[src/rtl/regfile_pkg.sv]
// Shared register-file constants and the writeback request payload type.
package regfile_pkg;

  localparam int unsigned XLEN     = 32;
  localparam int unsigned RegNum   = 32;
  localparam int unsigned RegWidth = $clog2(RegNum);

  typedef struct packed {
    logic [RegWidth-1:0] addr;
    logic [XLEN-1:0]     data;
  } wb_req_t;

endpackage

[src/rtl/rr_arbiter.sv]
// Combinational round-robin picker: first requester at or above ptr_i, wrapping.
module rr_arbiter #(
  parameter  int unsigned N    = 4,
  localparam int unsigned IdxW = (N > 1) ? $clog2(N) : 1
) (
  input  logic [N-1:0]    req_i,
  input  logic [IdxW-1:0] ptr_i,
  output logic [N-1:0]    gnt_c_o,
  output logic [IdxW-1:0] idx_c_o,
  output logic            any_c_o
);

  logic [IdxW-1:0] j;

  always_comb begin
    gnt_c_o = '0;
    idx_c_o = '0;
    any_c_o = 1'b0;
    j       = '0;
    for (int unsigned k = 0; k < N; k++) begin
      j = IdxW'((32'(ptr_i) + k) % N);
      if (!any_c_o && req_i[j]) begin
        any_c_o    = 1'b1;
        gnt_c_o[j] = 1'b1;
        idx_c_o    = j;
      end
    end
  end

endmodule

[src/rtl/regfile_wb_arbiter.sv]
// Round-robin arbitration of NumReq writeback sources onto one registered
// regfile write port, with x0 suppression and a one-hot in-flight view.
module regfile_wb_arbiter #(
  parameter  int unsigned XLEN     = regfile_pkg::XLEN,
  parameter  int unsigned RegNum   = regfile_pkg::RegNum,
  parameter  int unsigned RegWidth = $clog2(RegNum),
  parameter  int unsigned NumReq   = 4,
  localparam int unsigned IdxW     = (NumReq > 1) ? $clog2(NumReq) : 1
) (
  input  logic                     clk_i,
  input  logic                     rst_ni,
  input  logic [NumReq-1:0]        req_valid_i,
  output logic [NumReq-1:0]        req_ready_o,
  input  logic [NumReq*RegWidth-1:0] req_addr_i,
  input  logic [NumReq*XLEN-1:0]   req_data_i,
  input  logic                     stall_i,
  output logic                     reg_wen_o,
  output logic [RegWidth-1:0]      reg_waddr_o,
  output logic [XLEN-1:0]          reg_wdata_o,
  output logic [RegNum-1:0]        inflight_o,
  output logic [IdxW-1:0]          grant_idx_o
);

  logic [NumReq-1:0]   req_eff;
  logic [NumReq-1:0]   gnt;
  logic [IdxW-1:0]     gnt_idx;
  logic                gnt_any;
  logic [RegWidth-1:0] addr_arr [NumReq];
  logic [XLEN-1:0]     data_arr [NumReq];

  logic [IdxW-1:0]     ptr_q,      ptr_d;
  logic                wen_q,      wen_d;
  logic [RegWidth-1:0] waddr_q,    waddr_d;
  logic [XLEN-1:0]     wdata_q,    wdata_d;
  logic [IdxW-1:0]     gidx_q,     gidx_d;
  logic [RegNum-1:0]   inflight_q, inflight_d;

  always_comb begin
    for (int unsigned k = 0; k < NumReq; k++) begin
      addr_arr[k] = req_addr_i[k*RegWidth +: RegWidth];
      data_arr[k] = req_data_i[k*XLEN +: XLEN];
    end
  end

  assign req_eff = stall_i ? '0 : req_valid_i;

  rr_arbiter #(.N(NumReq)) u_rr (
    .req_i   (req_eff),
    .ptr_i   (ptr_q),
    .gnt_c_o (gnt),
    .idx_c_o (gnt_idx),
    .any_c_o (gnt_any)
  );

  // Ready is masked while reset is held so nothing is accepted then dropped.
  assign req_ready_o = rst_ni ? gnt : '0;

  always_comb begin
    ptr_d      = ptr_q;
    wen_d      = 1'b0;
    waddr_d    = waddr_q;
    wdata_d    = wdata_q;
    gidx_d     = gidx_q;
    inflight_d = '0;
    if (gnt_any) begin
      ptr_d   = (gnt_idx == IdxW'(NumReq - 1)) ? '0 : gnt_idx + IdxW'(1);
      wen_d   = (addr_arr[gnt_idx] != '0);
      waddr_d = addr_arr[gnt_idx];
      wdata_d = data_arr[gnt_idx];
      gidx_d  = gnt_idx;
    end
    if (wen_d) begin
      inflight_d = RegNum'(1) << waddr_d;
    end
  end

  always_ff @(posedge clk_i or negedge rst_ni) begin
    if (!rst_ni) begin
      ptr_q      <= '0;
      wen_q      <= 1'b0;
      waddr_q    <= '0;
      wdata_q    <= '0;
      gidx_q     <= '0;
      inflight_q <= '0;
    end else begin
      ptr_q      <= ptr_d;
      wen_q      <= wen_d;
      waddr_q    <= waddr_d;
      wdata_q    <= wdata_d;
      gidx_q     <= gidx_d;
      inflight_q <= inflight_d;
    end
  end

  assign reg_wen_o   = wen_q;
  assign reg_waddr_o = waddr_q;
  assign reg_wdata_o = wdata_q;
  assign grant_idx_o = gidx_q;
  assign inflight_o  = inflight_q;

endmodule
[config.mk]
export PLATFORM = sky130hd
export DESIGN_NAME = regfile_wb_arbiter
export DESIGN_NICKNAME = d
export VERILOG_FILES = /design/src/rtl/regfile_pkg.sv /design/src/rtl/rr_arbiter.sv /design/src/rtl/regfile_wb_arbiter.sv
export SDC_FILE = /design/constraint.sdc
export NUM_CORES = 1
export LEC_CHECK = 0
export ABC_AREA = 0
export BUFFER_PORTS_ARGS = -buffer_cell sky130_fd_sc_hd__clkbuf_2
export CORE_MARGIN = 1.5
export CORE_UTILIZATION = 33
export DETAILED_ROUTE_END_ITERATION = 10
export REMOVE_ABC_BUFFERS = 1
export SLEW_MARGIN = 20
export SYNTH_ARGS = -nofsm -noshare
export SYNTH_HDL_FRONTEND = slang
export SYNTH_HIERARCHICAL = 1
export SYNTH_SLANG_ARGS = --single-unit
[constraint.sdc]
create_clock -name clk_i -period 3.4 [get_ports clk_i]
set_input_delay 0.17 -clock clk_i [delete_from_list [all_inputs] [get_ports clk_i]]
set_output_delay 0.17 -clock clk_i [all_outputs]
set_load 0.03 [all_outputs]
==> flow_summary_export.csv, run 1 <==
group,metric,value,unit
status,outcome,"complete, no violations",
die,start_util,0.336,
timing,hold-worst-slack,0.282,ns
min_path,hold_end,"reg_wdata_o[12]",
critical_path,slowest_stage,"mux4_2",
critical_path,start_kind,"flip-flop",
finish,antenna_cells,0,
die,io_pins,231,
routing,routed_wl,12500,um
finish,stdcell_area,6180,um^2
grt,first_global_vias,3513,
critical_path,r2r_cells,9,
clock_network,cts_tree,"built",
pwr,power,8.03,mW
critical_path,ff2ff_setup_slack,0.07,ns
placement,dp_hpwl,9880,um
critical_path,critPathKind,"reg -> reg",
critical_path,max_stage_delay,0.68,ns
synthesis,syn_area_per_cell,13.8,um^2
placement,placed_cell_area,5710,um^2
synthesis,synth_seq_cells,74,
die,chipWidth,116,um
placement,place_ws,-0.0345,ns
timing,finalCriticalPeriod,3.33,ns
timing,fin_ws,0.0655,ns
synthesis,synth.cell_area,4230,um^2
timing,slew_headroom,0.626,
routing,met2_length,6260,um
synthesis,synth_warnings,6,
clock_network,clock_sinks,74,
min_path,hold_path_class,"in -> reg",
clock_network,cts_root_buffer,"clkbuf_16",
clock_network,clk_pin_slew,0.06,ns
clock_network,clockBufferDepth,2,
critical_path,cp-end-kind,"flip-flop",
synthesis,syn_inst,307,
die,die_area,13500,um^2
timing,final_hold_viol_count,0,
critical_path,path_common_cell,"mux4_2",
placement,gp_congestion,0.840,
grt,antenna_found_initial,0,
finish,multiInputGateArea,2330,um^2
timing,skew,0.00753,ns
routing,met1Wirelength,5080,um
grt,grt_pass1_wl,18200,um
pwr,powerDensity,1300,nW/um^2
synthesis,synthArstFlopShare,1.00,
routing,via_count,3682,
finish,drive_gt1_frac,0.660,
routing,dr.pass1.iters,4,
finish,fillers,1117,
critical_path,cp_max_fo,13,
timing,tns,0,ns
critical_path,cp_data_required_time,3.60,ns
timing,slew_viol_final,0,
clock_network,numCtsBuffers,9,
timing,worstMarginPinSlew,0.553,ns
routing,met3WireLength,957,um
routing,postRouteAntennaNets,0,
synthesis,synth_edf_count,0,
synthesis,synth-seq-area-share,0.438,
synthesis,post_synth_num_cell_types,49,
synthesis,synth_top_flop_cell,"dfrtp_1",
pwr,power.leakage,3.00,nW
grt,overflow,0,
critical_path,r2r_end,"inflight_o[4]",
critical_path,r2r-start,"ptr_q[0]",
grt,grt_util_all_layers,0.182,
finish,fin_cells,739,
clock_network,h-tree-depth,3,
finish,utilization,0.492,
die,coreArea,12600,um^2
die,die_y,116,um
routing,vias_per_cell,4.98,
min_path,hold_start,"req_data_i[108]",
run,max_cap_viol_count,0,
min_path,min_path_cells,3,
timing,post-route-period-util,0.981,
routing,drt_iter0_drc,278,
timing,setup_viol,0,
clock_network,insertion_delay,0.33,ns
placement,numPortBuffers,230,
routing,drcViolationCount,0,
finish,final-seq-area,1850,um^2
die,row_count,41,
routing,post_drt_wl_per_cell,16.9,um
finish,nets,724,
critical_path,path_cells,"buf_4, mux4_2, o21ai_0, o31ai_4, buf_12, mux4_2, or4_4, nand3b_4, nor3_1",
timing,fmax,300,MHz
finish,syn_to_final_growth,46.2,%
placement,place_inst,716,
routing,top_layer_used,"met4",
grt,grt_max_degree,42,
pwr,irDropWorstVdd,0.000556,V
critical_path,cp.arrival,3.53,ns
cells in the mapped netlist (2+ instances only):
cell | count | share of area
a21o_1 | 2 | 0.0035
nor2_1 | 24 | 0.021
dfrtp_1 | 74 | 0.44
nand2b_1 | 6 | 0.0089
nor3_1 | 16 | 0.019
nor3_2 | 3 | 0.0071
mux2i_1 | 9 | 0.021
nor2b_1 | 6 | 0.0089
a22oi_1 | 9 | 0.016
mux2_2 | 39 | 0.10
mux4_1 | 3 | 0.019
ha_1 | 6 | 0.018
buf_6 | 3 | 0.0080
inv_1 | 6 | 0.0053
nand2_1 | 9 | 0.0080
mux4_2 | 38 | 0.20
buf_2 | 9 | 0.011
clkbuf_1 | 4 | 0.0035
a221oi_2 | 2 | 0.0071
o21ai_0 | 5 | 0.0059
and2_1 | 6 | 0.0089
cells by family after synthesis:
| group | share of synthesized area |
|---|---|
| multiplexers | 0.349 |
| other | 0.000887 |
| AO/OA/AOI/OAI | 0.0577 |
| AND/OR/NAND/NOR | 0.106 |
| adder cells (fa/ha/maj) | 0.0178 |
| flip-flops | 0.438 |
| buffers and inverters | 0.0311 |
routing by layer:
layer  track usage  vias up
met5             0        -
met4        0.0715        0
met3        0.0436       16
met2         0.298      195
met1         0.233     1773
li1              -     1698
critical path: cells and delay by family (launching register included):
kind,cells,cell delay [ns]
compound gates,2,0.55
simple gates,3,0.79
mux,2,1.14
flops,1,0.36
buf+inv,2,0.36
what timing repair did:
item,CTS,global route
setup endpoints to repair,10,40
hold buffers,1,0
endpoints found under the hold margin,36,0
gates cloned,0,1
buffers inserted,1,5
resized for setup,1,8
pin swaps,1,1
power breakdown:
part | total [mW] | switching [mW] | internal (mW)
clock | 1.09 | 0.353 | 0.735
sequential | 1.48 | 0.198 | 1.28
combinational | 5.46 | 2.95 | 2.52
total | 8.03 | 3.50 | 4.53
final cells by class:
type	count	share of cell area
Clock buffer	11	0.0393
Sequential cell	74	0.300
Tap cell	172	0.0348
Inverter	7	0.00425
Multi-Input combinational cell	209	0.376
Timing Repair Buffer	262	0.230
Clock inverter	4	0.0160
how the worst max path moves through the flow:
| stage | startpoint | end | cells after the start |
|---|---|---|---|
| after floorplan | ptr_q[0] | inflight_o[4] | 9 |
| after global placement | ptr_q[1] | inflight_o[9] | 12 |
| after detailed placement | ptr_q[1] | inflight_o[9] | 11 |
| after CTS | ptr_q[1] | inflight_o[4] | 11 |
| after global routing | ptr_q[0] | inflight_o[4] | 9 |
| final | ptr_q[0] | inflight_o[4] | 9 |
sequential cells by signal, indices dropped and copies added (netlist names):
| name | cells |
|---|---|
| grant_idx_o | 2 |
| inflight_o | 32 |
| ptr_q | 2 |
| reg_waddr_o | 5 |
| reg_wdata_o | 32 |
| reg_wen_o | 1 |
placed cells by master, fill, tap and decap left out, types with 2 or more instances in the layout:
cell	instances
a21o_1	2
a22oi_1	9
and2_1	6
buf_12	2
buf_4	30
bufinv_16	3
clkbuf_16	9
clkbuf_2	229
dfrtp_1	73
ha_1	5
inv_1	6
mux2_2	39
mux2i_1	9
mux4_1	3
mux4_2	38
nand2_1	9
nand2b_1	5
nor2_1	24
nor2b_1	6
nor3_1	14
nor3_2	5
o21ai_0	5
(Power assumes the default switching activity.)
==> run 2, diff against run 1 <==
--- a/config.mk
+++ b/config.mk
@@ -10,6 +10,7 @@
 export CORE_MARGIN = 1.5
 export CORE_UTILIZATION = 33
 export DETAILED_ROUTE_END_ITERATION = 10
+export MAX_ROUTING_LAYER = met4
 export REMOVE_ABC_BUFFERS = 1
 export SLEW_MARGIN = 20
 export SYNTH_ARGS = -nofsm -noshare
==> run 2 against run 1 <==
Wire length grew 0.14%. Global-route usage grew 0.56 points. Count of clock-buffer cells in the layout is the same. Clock skew is essentially flat. Non-clock buffer count is the same. Critical endpoint unchanged. Largest power group unchanged.
==> flow_summary_export.csv, run 2 (synthesis gave the netlist of run 1 again) <==
group,metric,value,unit
timing,slew_headroom,0.653,
routing,dr.pass1.iters,4,
placement,numPortBuffers,230,
routing,drt_iter0_drc,247,
critical_path,cp_data_required_time,3.60,ns
placement,placed_cell_area,5710,um^2
timing,post-route-period-util,0.981,
clock_network,clk_pin_slew,0.05,ns
pwr,intPower,4.53,mW
critical_path,path_common_cell,"mux4_2",
critical_path,crit_buf_inv,2,
status,outcome,"complete, no violations",
finish,syn_to_final_growth,46.2,%
critical_path,ff2ff_setup_slack,0.06,ns
timing,final_hold_viol_count,0,
clock_network,cts_tree,"built",
clock_network,insertion_delay,0.33,ns
die,start_util,0.336,
die,coreArea,12600,um^2
routing,vias_per_cell,4.98,
grt,overflow,0,
critical_path,slowest_stage,"mux4_2",
die,die_y,116,um
finish,final_common_cell,"clkbuf_2",
min_path,hold_path_class,"in -> reg",
timing,finalCriticalPeriod,3.34,ns
die,row_count,41,
clock_network,numCtsBuffers,9,
grt,grt_pass1_wl,18200,um
routing,routed_wl,12500,um
die,io_pins,231,
grt,grt_util_all_layers,0.187,
placement,place_inst,716,
timing,tns,0,ns
clock_network,h-tree-depth,3,
timing,worstMarginPinSlew,0.512,ns
critical_path,max_stage_delay,0.68,ns
clock_network,clockBufferDepth,2,
routing,postRouteAntennaNets,0,
pwr,p_sw,3.50,mW
placement,gp_congestion,0.853,
pwr,p_seq_frac,0.184,
critical_path,critPathKind,"reg -> reg",
grt,first_global_vias,3515,
placement,dp_hpwl,9880,um
grt,antenna_found_initial,0,
die,die_area,13500,um^2
pwr,power.leakage,3.00,nW
critical_path,crit_family,"multiplexers",
finish,final_cell_mix,"clkbuf_2, dfrtp_1, mux2_2, mux4_2, buf_4",
timing,skew,0.00725,ns
routing,post_drt_wl_per_cell,17.0,um
finish,drive_gt1_frac,0.660,
critical_path,cp-end-kind,"flip-flop",
clock_network,clock_sinks,74,
finish,antenna_cells,0,
run,max_cap_viol_count,0,
finish,stdcell_area,6180,um^2
grt,grt_max_degree,42,
clock_network,cts_root_buffer,"clkbuf_16",
pwr,p_clk_frac,0.136,
timing,setup_viol,0,
timing,slew_viol_final,0,
finish,fin_cells,739,
pwr,irDropWorstVdd,0.000558,V
pwr,sw_frac_of_total,0.436,
pwr,p_comb_frac,0.681,
critical_path,start_kind,"flip-flop",
timing,fmax,300,MHz
timing,hold-worst-slack,0.279,ns
die,chipWidth,116,um
critical_path,path_cells,"buf_4, mux4_2, o21ai_0, o31ai_4, buf_12, mux4_2, or4_4, nand3b_4, nor3_1",
routing,via_count,3683,
critical_path,cp_max_fo,13,
routing,drcViolationCount,0,
pwr,powerDensity,1300,nW/um^2
finish,nets,724,
critical_path,cp.arrival,3.54,ns
[run 2: worst paths after layout]
kind                            startpoint              end  depth (start not counted)
setup / recovery                  ptr_q[0]    inflight_o[4]                          9
hold / removal             req_data_i[108]  reg_wdata_o[12]                          3
setup reg to reg                  ptr_q[0]    inflight_o[4]                          9
hold reg to reg             grant_idx_o[0]   grant_idx_o[0]                          1
max in group asynchronous           rst_ni         ptr_q[1]                          3
min in group asynchronous           rst_ni   inflight_o[29]                          2
[run 2: worst min-delay path, delay by kind of cell]
kind | cells | cell delay [ns]
buffers and inverters | 1 | 0.07
muxes | 2 | 0.33
[run 2: metal layers]
metal	global-route usage	routed length, um	up-vias
li1	-	-	1697
met1	0.238	5140	1772
met2	0.299	6230	195
met3	0.0353	882	19
met4	0.0715	273	0
met5	-	0	-
[run 2: layout make-up]
type	instances	area, um^2
fillers	1117	6380
multi-input cells	209	2330
flip-flops and latches	74	1850
repair buffers	262	1420
clock buffers	11	243
well taps	172	215
clock inverters	4	98.8
inverters	7	26.3
[run 2: what timing repair did]
item,in CTS,in global routing
hold endpoints to repair,36,0
hold buffers,1,0
setup buffers,1,5
pin swaps,1,1
cloned,0,1
resized for setup,1,8
setup endpoints to repair,10,40
[run 2: per-stage QoR]
step	utilization	setup slack (ns)	power (mW)
floorplan	-	-4.70	5.32
global placement	0.454	0.0832	6.65
detailed placement	0.454	-0.0345	6.72
CTS	0.485	0.0148	7.90
global route	0.492	-0.0602	8.55
finish	0.492	0.0633	8.03
[run 2: power by group through the flow]
stage / sequential (mW) / clock (mW) / combinational, mW
after global placement: 1.49 / 0 / 5.16
after detailed placement: 1.48 / 0 / 5.24
after CTS: 1.48 / 1.12 / 5.31
after floorplan: 2.15 / 0 / 3.17
final: 1.48 / 1.09 / 5.47
after global routing: 1.52 / 1.15 / 5.87
